## config.mk

```make
export PLATFORM = sky130hd
export DESIGN_NAME = fifo_ctrl_async_ram_flat
export DESIGN_NICKNAME = d
export VERILOG_FILES = /design/src/rtl/fifo_ctrl_async_ram_if.sv /design/src/rtl/fifo_ctrl_async_ram.sv /design/src/flat_wrapper.sv
export SDC_FILE = /design/constraint.sdc
export NUM_CORES = 1
export LEC_CHECK = 0
export BUFFER_PORTS_ARGS = -buffer_cell sky130_fd_sc_hd__buf_4
export CORE_UTILIZATION = 45
export DETAILED_ROUTE_END_ITERATION = 6
export PLACE_DENSITY = 0.82
export SETUP_SLACK_MARGIN = 0.2
export SYNTH_ARGS = -nofsm -noshare
export SYNTH_HDL_FRONTEND = slang
export SYNTH_SLANG_ARGS = --single-unit
```

## constraint.sdc

```tcl
create_clock -name clk -period 2.4 [get_ports clk]
set_input_delay 0.24 -clock clk [delete_from_list [all_inputs] [get_ports clk]]
set_output_delay 0.24 -clock clk [all_outputs]
set_load 0.01 [all_outputs]
```

## src/rtl/fifo_ctrl_async_ram_if.sv

```systemverilog
// Producer/consumer side of the show-ahead FIFO controller.
// The FIFO controller is the slave; the block feeding and draining it is the master.
interface fifo_ctrl_async_ram_if #(
   parameter int DATA_WIDTH = 8,
   parameter int ADDR_WIDTH = 6
);
   logic                  flush;
   logic                  wr_en;
   logic [DATA_WIDTH-1:0] wr_data;
   logic                  full;
   logic                  almost_full;
   logic                  rd_en;
   logic [DATA_WIDTH-1:0] rd_data;
   logic                  rd_valid;
   logic [ADDR_WIDTH:0]   count;
   logic                  overflow;
   logic                  underflow;

   modport master (
      output flush, wr_en, wr_data, rd_en,
      input  full, almost_full, rd_data, rd_valid, count, overflow, underflow
   );

   modport slave (
      input  flush, wr_en, wr_data, rd_en,
      output full, almost_full, rd_data, rd_valid, count, overflow, underflow
   );
endinterface

```

## src/rtl/fifo_ctrl_async_ram.sv

```systemverilog
// Show-ahead FIFO controller for an external dual-port RAM with a registered
// write port and an asynchronous read port. The head word is read straight off
// the RAM q output, so data is usable the cycle after it is written.
module fifo_ctrl_async_ram #(
   parameter int DATA_WIDTH   = 8,
   parameter int ADDR_WIDTH   = 6,
   parameter int AFULL_THRESH = 60
) (
   input  logic                  clk,
   input  logic                  rst,
   fifo_ctrl_async_ram_if.slave  bus,
   output logic [DATA_WIDTH-1:0] ram_data,
   output logic [ADDR_WIDTH-1:0] ram_wraddress,
   output logic                  ram_wren,
   output logic [ADDR_WIDTH-1:0] ram_rdaddress,
   input  logic [DATA_WIDTH-1:0] ram_q
);

   localparam logic [ADDR_WIDTH:0] AFULL_LEVEL = (ADDR_WIDTH+1)'(AFULL_THRESH);

   // Pointers carry one extra wrap bit so full and empty can be told apart.
   logic [ADDR_WIDTH:0] wr_ptr;
   logic [ADDR_WIDTH:0] rd_ptr;
   logic [ADDR_WIDTH:0] fill;
   logic                empty;
   logic                full;
   logic                wr_acc;
   logic                rd_acc;
   logic                overflow;
   logic                underflow;

   // Status flags and accept strobes decoded from the registered pointers.
   always_comb begin
      empty  = (wr_ptr == rd_ptr);
      full   = (wr_ptr[ADDR_WIDTH-1:0] == rd_ptr[ADDR_WIDTH-1:0]) &&
               (wr_ptr[ADDR_WIDTH] != rd_ptr[ADDR_WIDTH]);
      fill   = wr_ptr - rd_ptr;
      wr_acc = bus.wr_en && !full && !bus.flush && !rst;
      rd_acc = bus.rd_en && !empty && !bus.flush && !rst;
   end

   // Pointer advance, flush/reset clearing and sticky error flags.
   always_ff @(posedge clk) begin
      if (rst) begin
         wr_ptr    <= '0;
         rd_ptr    <= '0;
         overflow  <= 1'b0;
         underflow <= 1'b0;
      end else if (bus.flush) begin
         wr_ptr <= '0;
         rd_ptr <= '0;
      end else begin
         if (wr_acc) begin
            wr_ptr <= wr_ptr + 1'b1;
         end
         if (rd_acc) begin
            rd_ptr <= rd_ptr + 1'b1;
         end
         if (bus.wr_en && full) begin
            overflow <= 1'b1;
         end
         if (bus.rd_en && empty) begin
            underflow <= 1'b1;
         end
      end
   end

   assign ram_data      = bus.wr_data;
   assign ram_wraddress = wr_ptr[ADDR_WIDTH-1:0];
   assign ram_wren      = wr_acc;
   assign ram_rdaddress = rd_ptr[ADDR_WIDTH-1:0];

   assign bus.full        = full;
   assign bus.almost_full = (fill >= AFULL_LEVEL);
   assign bus.rd_data     = ram_q;
   assign bus.rd_valid    = !empty;
   assign bus.count       = fill;
   assign bus.overflow    = overflow;
   assign bus.underflow   = underflow;

endmodule
```

## src/flat_wrapper.sv

```systemverilog
// flat-port wrapper written by rule: the top's interface ports become plain ports
module fifo_ctrl_async_ram_flat 
#(
   parameter int DATA_WIDTH   = 8,
   parameter int ADDR_WIDTH   = 6,
   parameter int AFULL_THRESH = 60
)
  (clk, rst, ram_data, ram_wraddress, ram_wren, ram_rdaddress, ram_q, bus_flush, bus_wr_en, bus_wr_data, bus_rd_en, bus_full, bus_almost_full, bus_rd_data, bus_rd_valid, bus_count, bus_overflow, bus_underflow);
  fifo_ctrl_async_ram_if #(.DATA_WIDTH(DATA_WIDTH), .ADDR_WIDTH(ADDR_WIDTH)) bus_i ();
  input  logic clk;
  input  logic rst;
  output logic [DATA_WIDTH-1:0] ram_data;
  output logic [ADDR_WIDTH-1:0] ram_wraddress;
  output logic ram_wren;
  output logic [ADDR_WIDTH-1:0] ram_rdaddress;
  input  logic [DATA_WIDTH-1:0] ram_q;
  input wire logic [$bits(bus_i.flush)-1:0] bus_flush;
  input wire logic [$bits(bus_i.wr_en)-1:0] bus_wr_en;
  input wire logic [$bits(bus_i.wr_data)-1:0] bus_wr_data;
  input wire logic [$bits(bus_i.rd_en)-1:0] bus_rd_en;
  output wire logic [$bits(bus_i.full)-1:0] bus_full;
  output wire logic [$bits(bus_i.almost_full)-1:0] bus_almost_full;
  output wire logic [$bits(bus_i.rd_data)-1:0] bus_rd_data;
  output wire logic [$bits(bus_i.rd_valid)-1:0] bus_rd_valid;
  output wire logic [$bits(bus_i.count)-1:0] bus_count;
  output wire logic [$bits(bus_i.overflow)-1:0] bus_overflow;
  output wire logic [$bits(bus_i.underflow)-1:0] bus_underflow;
  assign bus_i.flush = bus_flush;
  assign bus_i.wr_en = bus_wr_en;
  assign bus_i.wr_data = bus_wr_data;
  assign bus_i.rd_en = bus_rd_en;
  assign bus_full = bus_i.full;
  assign bus_almost_full = bus_i.almost_full;
  assign bus_rd_data = bus_i.rd_data;
  assign bus_rd_valid = bus_i.rd_valid;
  assign bus_count = bus_i.count;
  assign bus_overflow = bus_i.overflow;
  assign bus_underflow = bus_i.underflow;
  fifo_ctrl_async_ram #(.DATA_WIDTH(DATA_WIDTH), .ADDR_WIDTH(ADDR_WIDTH), .AFULL_THRESH(AFULL_THRESH)) u_core (.clk(clk), .rst(rst), .bus(bus_i), .ram_data(ram_data), .ram_wraddress(ram_wraddress), .ram_wren(ram_wren), .ram_rdaddress(ram_rdaddress), .ram_q(ram_q));
endmodule
```

# Word-level counts from Yosys, hierarchy flattened
# Index checks and enable logic that the tools add are counted.
[word_totals] in_bits=21 out_inout_bits=41 regBits=16
[op_classes] magnitude_cmp=1 eq_ne=3 reduce_logical=16 add_sub_neg=3 bitwise=1
[ops] cell="adder 7 x 1 -> 7 bit, second input constant" count=2
[ops] cell="logical AND 1 bit" count=9
[ops] cell="== test 7 bit" count=1
[ops] cell=">= comparator 7 x 6 -> 1 bit, second input constant" count=1
[ops] cell="subtractor 7 bit" count=1
[ops] cell="== test 6 bit" count=1
[ops] cell="logical NOT 1 bit" count=4
[ops] cell="AND reduction 2 bit" count=2
[ops] cell="OR reduction 2 bit" count=1
[ops] cell="inequality test 1 bit" count=1
[ops] cell="NOT 1 bit" count=1

# Longest topological paths before layout
[depth] ltp_word=6 ltp_mapped=8

# Worst setup path before layout
# Ideal clock, no wire load.
[synth_path] path_type="reg2out" start="register u_core.rd_ptr[1]" end="output port bus_almost_full" arrival_ns=1.871 t_required_ns=2.160 path_stages_with_launch=8 slack_ns=0.289 path_cell_list="dfxtp_1 > inv_1 > ha_1 > nor2b_1 > o21ai_0 > or3b_2 > and2_1 > a41o_1"
[synth_via] elab_chain_len=2
[synth_rtl] item="start, declared" line_no="fifo_ctrl_async_ram.sv:23" rtl="logic [ADDR_WIDTH:0] rd_ptr;"
[synth_rtl] item="start signal, assigned" line_no="fifo_ctrl_async_ram.sv:57" rtl="rd_ptr <= rd_ptr + 1'b1;"
[synth_rtl] item="subtractor 7 bit" line_no="fifo_ctrl_async_ram.sv:37" rtl="fill = wr_ptr - rd_ptr;"
[synth_rtl] item="via bus_count[3]" line_no="flat_wrapper.sv:25" rtl="output wire logic [$bits(bus_i.count)-1:0] bus_count;"
[synth_rtl] item=">= comparator 7 x 6 -> 1 bit" line_no="fifo_ctrl_async_ram.sv:74" rtl="assign bus.almost_full = (fill >= AFULL_LEVEL);"
[synth_rtl] item="end, declared" line_no="flat_wrapper.sv:22" rtl="output wire logic [$bits(bus_i.almost_full)-1:0] bus_almost_full;"
# The timed path passes the listed nets, and every way through them passes these cells.

# Final worst setup path
[layout_path] start="register u_core.wr_ptr[0]" end="output port bus_almost_full"
[layout_via] elab_chain_len=2
[layout_rtl] item="start, declared" line_no="fifo_ctrl_async_ram.sv:22" rtl="logic [ADDR_WIDTH:0] wr_ptr;"
[layout_rtl] item="start signal, assigned" line_no="fifo_ctrl_async_ram.sv:54" rtl="wr_ptr <= wr_ptr + 1'b1;"
[layout_rtl] item="subtractor 7 bit" line_no="fifo_ctrl_async_ram.sv:37"
[layout_rtl] item=">= comparator 7 x 6 -> 1 bit" line_no="fifo_ctrl_async_ram.sv:74"
# Every way passes these cells.

==> implementation parameters <==
Parameter                              Value

Status
  Outcome    finished clean

Layout
  Synthesis-to-layout area growth    23.3%
  Cell Count, Final, Fillers Out    194
  Most common cell after layout, fill and taps aside    buf_4
  Number of antenna diodes    0
  Share of cells above drive strength 1    between 40% and 50%
  Highest-count cells in the layout ignoring fill and taps    37 x buf_4, 16 x nor2_1, 10 x dfxtp_1
  Number of filler cells placed in the layout    roughly 210
  Number of nets in the finished design    196

Floorplanning
  Core region area    2520 sq um
  Initial standard-cell utilization of the core    48.7%
  Top-Level Pins    between 60 and 70
  Die extent in y    54.2 um
  Total die area    2940 sq um
  Die outline width    54.2 um
  Number of cell rows    18

Synth
  Cell area after synthesis    1230 sq um
  Dominant combinational cell family by area after synthesis    buffers and inverters
  Number of warning messages in the yosys log    0
  Simple logic cell fraction of the synthesized area    about a fifth
  Predominant post-synthesis flop cell    dfxtp_1
  Yosys top cell by area    dfxtp_1
  Sequential share of the synthesized area    about a quarter
  Synth area leaders    dfxtp_1 26%, buf_4 17%, ha_1 8.2%, xnor2_1 6.4%, xor2_1 5.0%
  Syn_nets    181
  Post-synth top area share    26.1%
  Netlist cell types    36
  Yosys reg bits    16
  Post-synthesis async set-or-reset flop share    0%
  Post-synth EDFFs    0
  Synthesized instance count    around 150
  Arithmetic-cell share of the synthesized area counting full adders, half adders and majority gates    9.79%
  Compound-gate portion of the synthesized area    9.07%
  Avg Inst Size Synth    8.13 sq um
  Portion of netlist area occupied by mux cells    0.815%
  Post-Synth XOR/XNOR Area    between 10% and 20%

STA
  Final Hold Violating Endpoints    0
  Setup ws final    0.0150 ns
  Worst-case headroom to the max-slew limit    57.9%
  Final period utilization    99.4%
  Least-Margin Pin Slew    0.630 ns
  Post-Route Setup TNS    0 ns
  Maximum clock skew at final layout    0.00506 ns
  Setup repair after global routing missed its margin    true
  Clock period minus final worst setup slack    2.39 ns
  Pins over their slew limit    0
  Fmax    roughly 420 MHz
  Worst Hold Slack    0.114 ns
  Final Setup Violations    0

Pwr
  Leakage    0.000674 uW
  Post-layout total power    slightly above 500 uW
  Total power density per cell area    333 nW/um^2
  IR Drop Worst-Case VDD    0.339 mV

Critical path
  Biggest cell delay along the critical path    0.37 ns
  Slowest-stage cell, CP    fa_2
  Kind of capture point of the worst setup path    output port
  Crit Reg-Reg Startpoint    u_core.wr_ptr[4]
  Worst Setup Path Type    reg -> out
  Worst-case register-to-register setup slack    around 0.32 ns
  Reg2reg end    u_core.rd_ptr[6]
  R2r worst-path depth    6
  Required time at the endpoint of the critical path    2.16 ns
  Data arrival time at the worst-slack endpoint    2.15 ns
  Sort of element at the start of the critical path    flop
  CP Max Fanout    2
  List of cells traversed by the critical path    inv_2, ha_4, fa_2, nor2b_2, o211ai_1, a21oi_2, xnor2_2, a41o_1, buf_6

Clocking
  CTS Hold Buffers Added    0
  Maximum count of clock buffers along a single path    2
  Clock tree root driver cell    clkbuf_4
  CTS tree    done
  H-tree depth    1
  Source-to-sink clock delay at the later pin of the worst-skew pair    0.30 ns
  Number of sinks driven by the clock tree    16
  CTS clock-pin slew for the worst setup and hold paths    0.09 ns
  CTS buffer count    3

Worst hold path
  Hold Path Cell Cnt    2
  End point of the most critical hold path    u_core.bus.underflow
  Hold Crit Class    in -> reg
  Start point of the worst hold path    rst

Global route
  Global-route wire length before repair    4.50 mm
  Number of global-route vias before repair    1065
  Total global-route track usage    between 20% and 30%
  Initial antenna violation count    0
  Pin count of the biggest net entering global routing    15
  Global route total overflow    0

Route
  Antenna-violating nets left    0
  Routed vias    1066
  First-pass iteration count of the detailed router    4
  Initial detailed-routing violation count    19
  Post-detailed-routing wire length    2.92 mm
  Vias/cell    about 5.5
  DR DRC count    0
  Mean routed wirelength per cell    between 15 and 20 um

Place
  Final weighted congestion of routability-driven global placement    0.885
  Setup WS pre-CTS    0.206 ns
  Count of buffers inserted at the top-level ports    29
  Placed Cells incl. Taps    183
  Half-perimeter wire length after placement    around 2.0 mm

Job
  Max Cap Violations    0
## synthesized netlist by cell type (all sizes together), types with 3 or more instances
cell type and count:
buf 28, dfxtp 16, nor2 16, inv 13, xnor2 9, ha 8
nand2 8, xor2 7, nand3 4, a21oi 3, nand4 3, nor2b 3
nor3 3, o31ai 3, or2 3
## stage by stage
| stage | area (sq um) | util [%] |
|---|---|---|
| after floorplan | 1230 | - |
| after global placement | 1290 | 51.0 |
| after detailed placement | 1290 | 51.0 |
| after CTS | 1440 | 57.2 |
| after global routing | 1510 | 60.0 |
| final | 1510 | 60.0 |
## power by group
group / internal, uW / total, uW / switching, uW
Sequential: 268 / 271 / 2.94
Combinational: 43.0 / 84.4 / 41.4
Clock: 58.7 / 149 / 90.8
## how the worst max path moves through the flow
| stage | start | to | depth (start not counted) |
|---|---|---|---|
| floorplan | u_core.rd_ptr[1] | bus_almost_full | 7 |
| global placement | u_core.wr_ptr[1] | bus_almost_full | 7 |
| detailed placement | u_core.wr_ptr[0] | bus_almost_full | 9 |
| CTS | u_core.wr_ptr[0] | bus_almost_full | 9 |
| global route | u_core.wr_ptr[0] | bus_almost_full | 9 |
| finish | u_core.wr_ptr[0] | bus_almost_full | 9 |
## repair_timing
action,in CTS,in global routing
setup endpoints to repair,6,7
pin swaps,4,3
setup buffers,6,2
resized for setup,23,13
## registers in the layout (all words and copies together) (netlist names)
| name | flops |
|---|---|
| u_core.bus.overflow | 1 |
| u_core.bus.underflow | 1 |
| u_core.rd_ptr | 7 |
| u_core.wr_ptr | 7 |
## area by class of cell
type	instances	area, sq um	share of cell area (%)
Multi-Input combinational cell	92	761	50.2
Sequential cell	16	330	21.8
Timing Repair Buffer	40	312	20.6
Inverter	13	51.3	3.39
Tap cell	30	37.5	2.48
Clock buffer	3	22.5	1.49
## worst max-delay path, delay by kind of cell (launching register included)
kind,cells,cell delay [ns]
AO/OA/AOI/OAI,3,0.55
XOR/XNOR,1,0.10
adder cells (fa/ha/maj),2,0.53
buffers and inverters,2,0.17
flip-flops,1,0.36
AND/OR/NAND/NOR,1,0.14
## cells by family after synthesis
family	Yosys count
flops	16
compound gates	16
buf+inv	43
fa+ha+maj	9
simple gates	50
mux	1
xor+xnor	16
## per-layer routing
| layer | wire length [um] | track usage, % | part of all wire [%] | up-vias |
|---|---|---|---|---|
| met2 | 1450 | 38.0 | 50 | 44 |
| met4 | 93 | 13.2 | 3.2 | 0 |
| met3 | 161 | 5.83 | 5.5 | 12 |
| met1 | 1210 | 22.4 | 41 | 508 |
| met5 | 0 | 0 | 0 | - |
| li1 | - | - | - | 502 |
No activity file was read; power rests on OpenSTA's default activity.
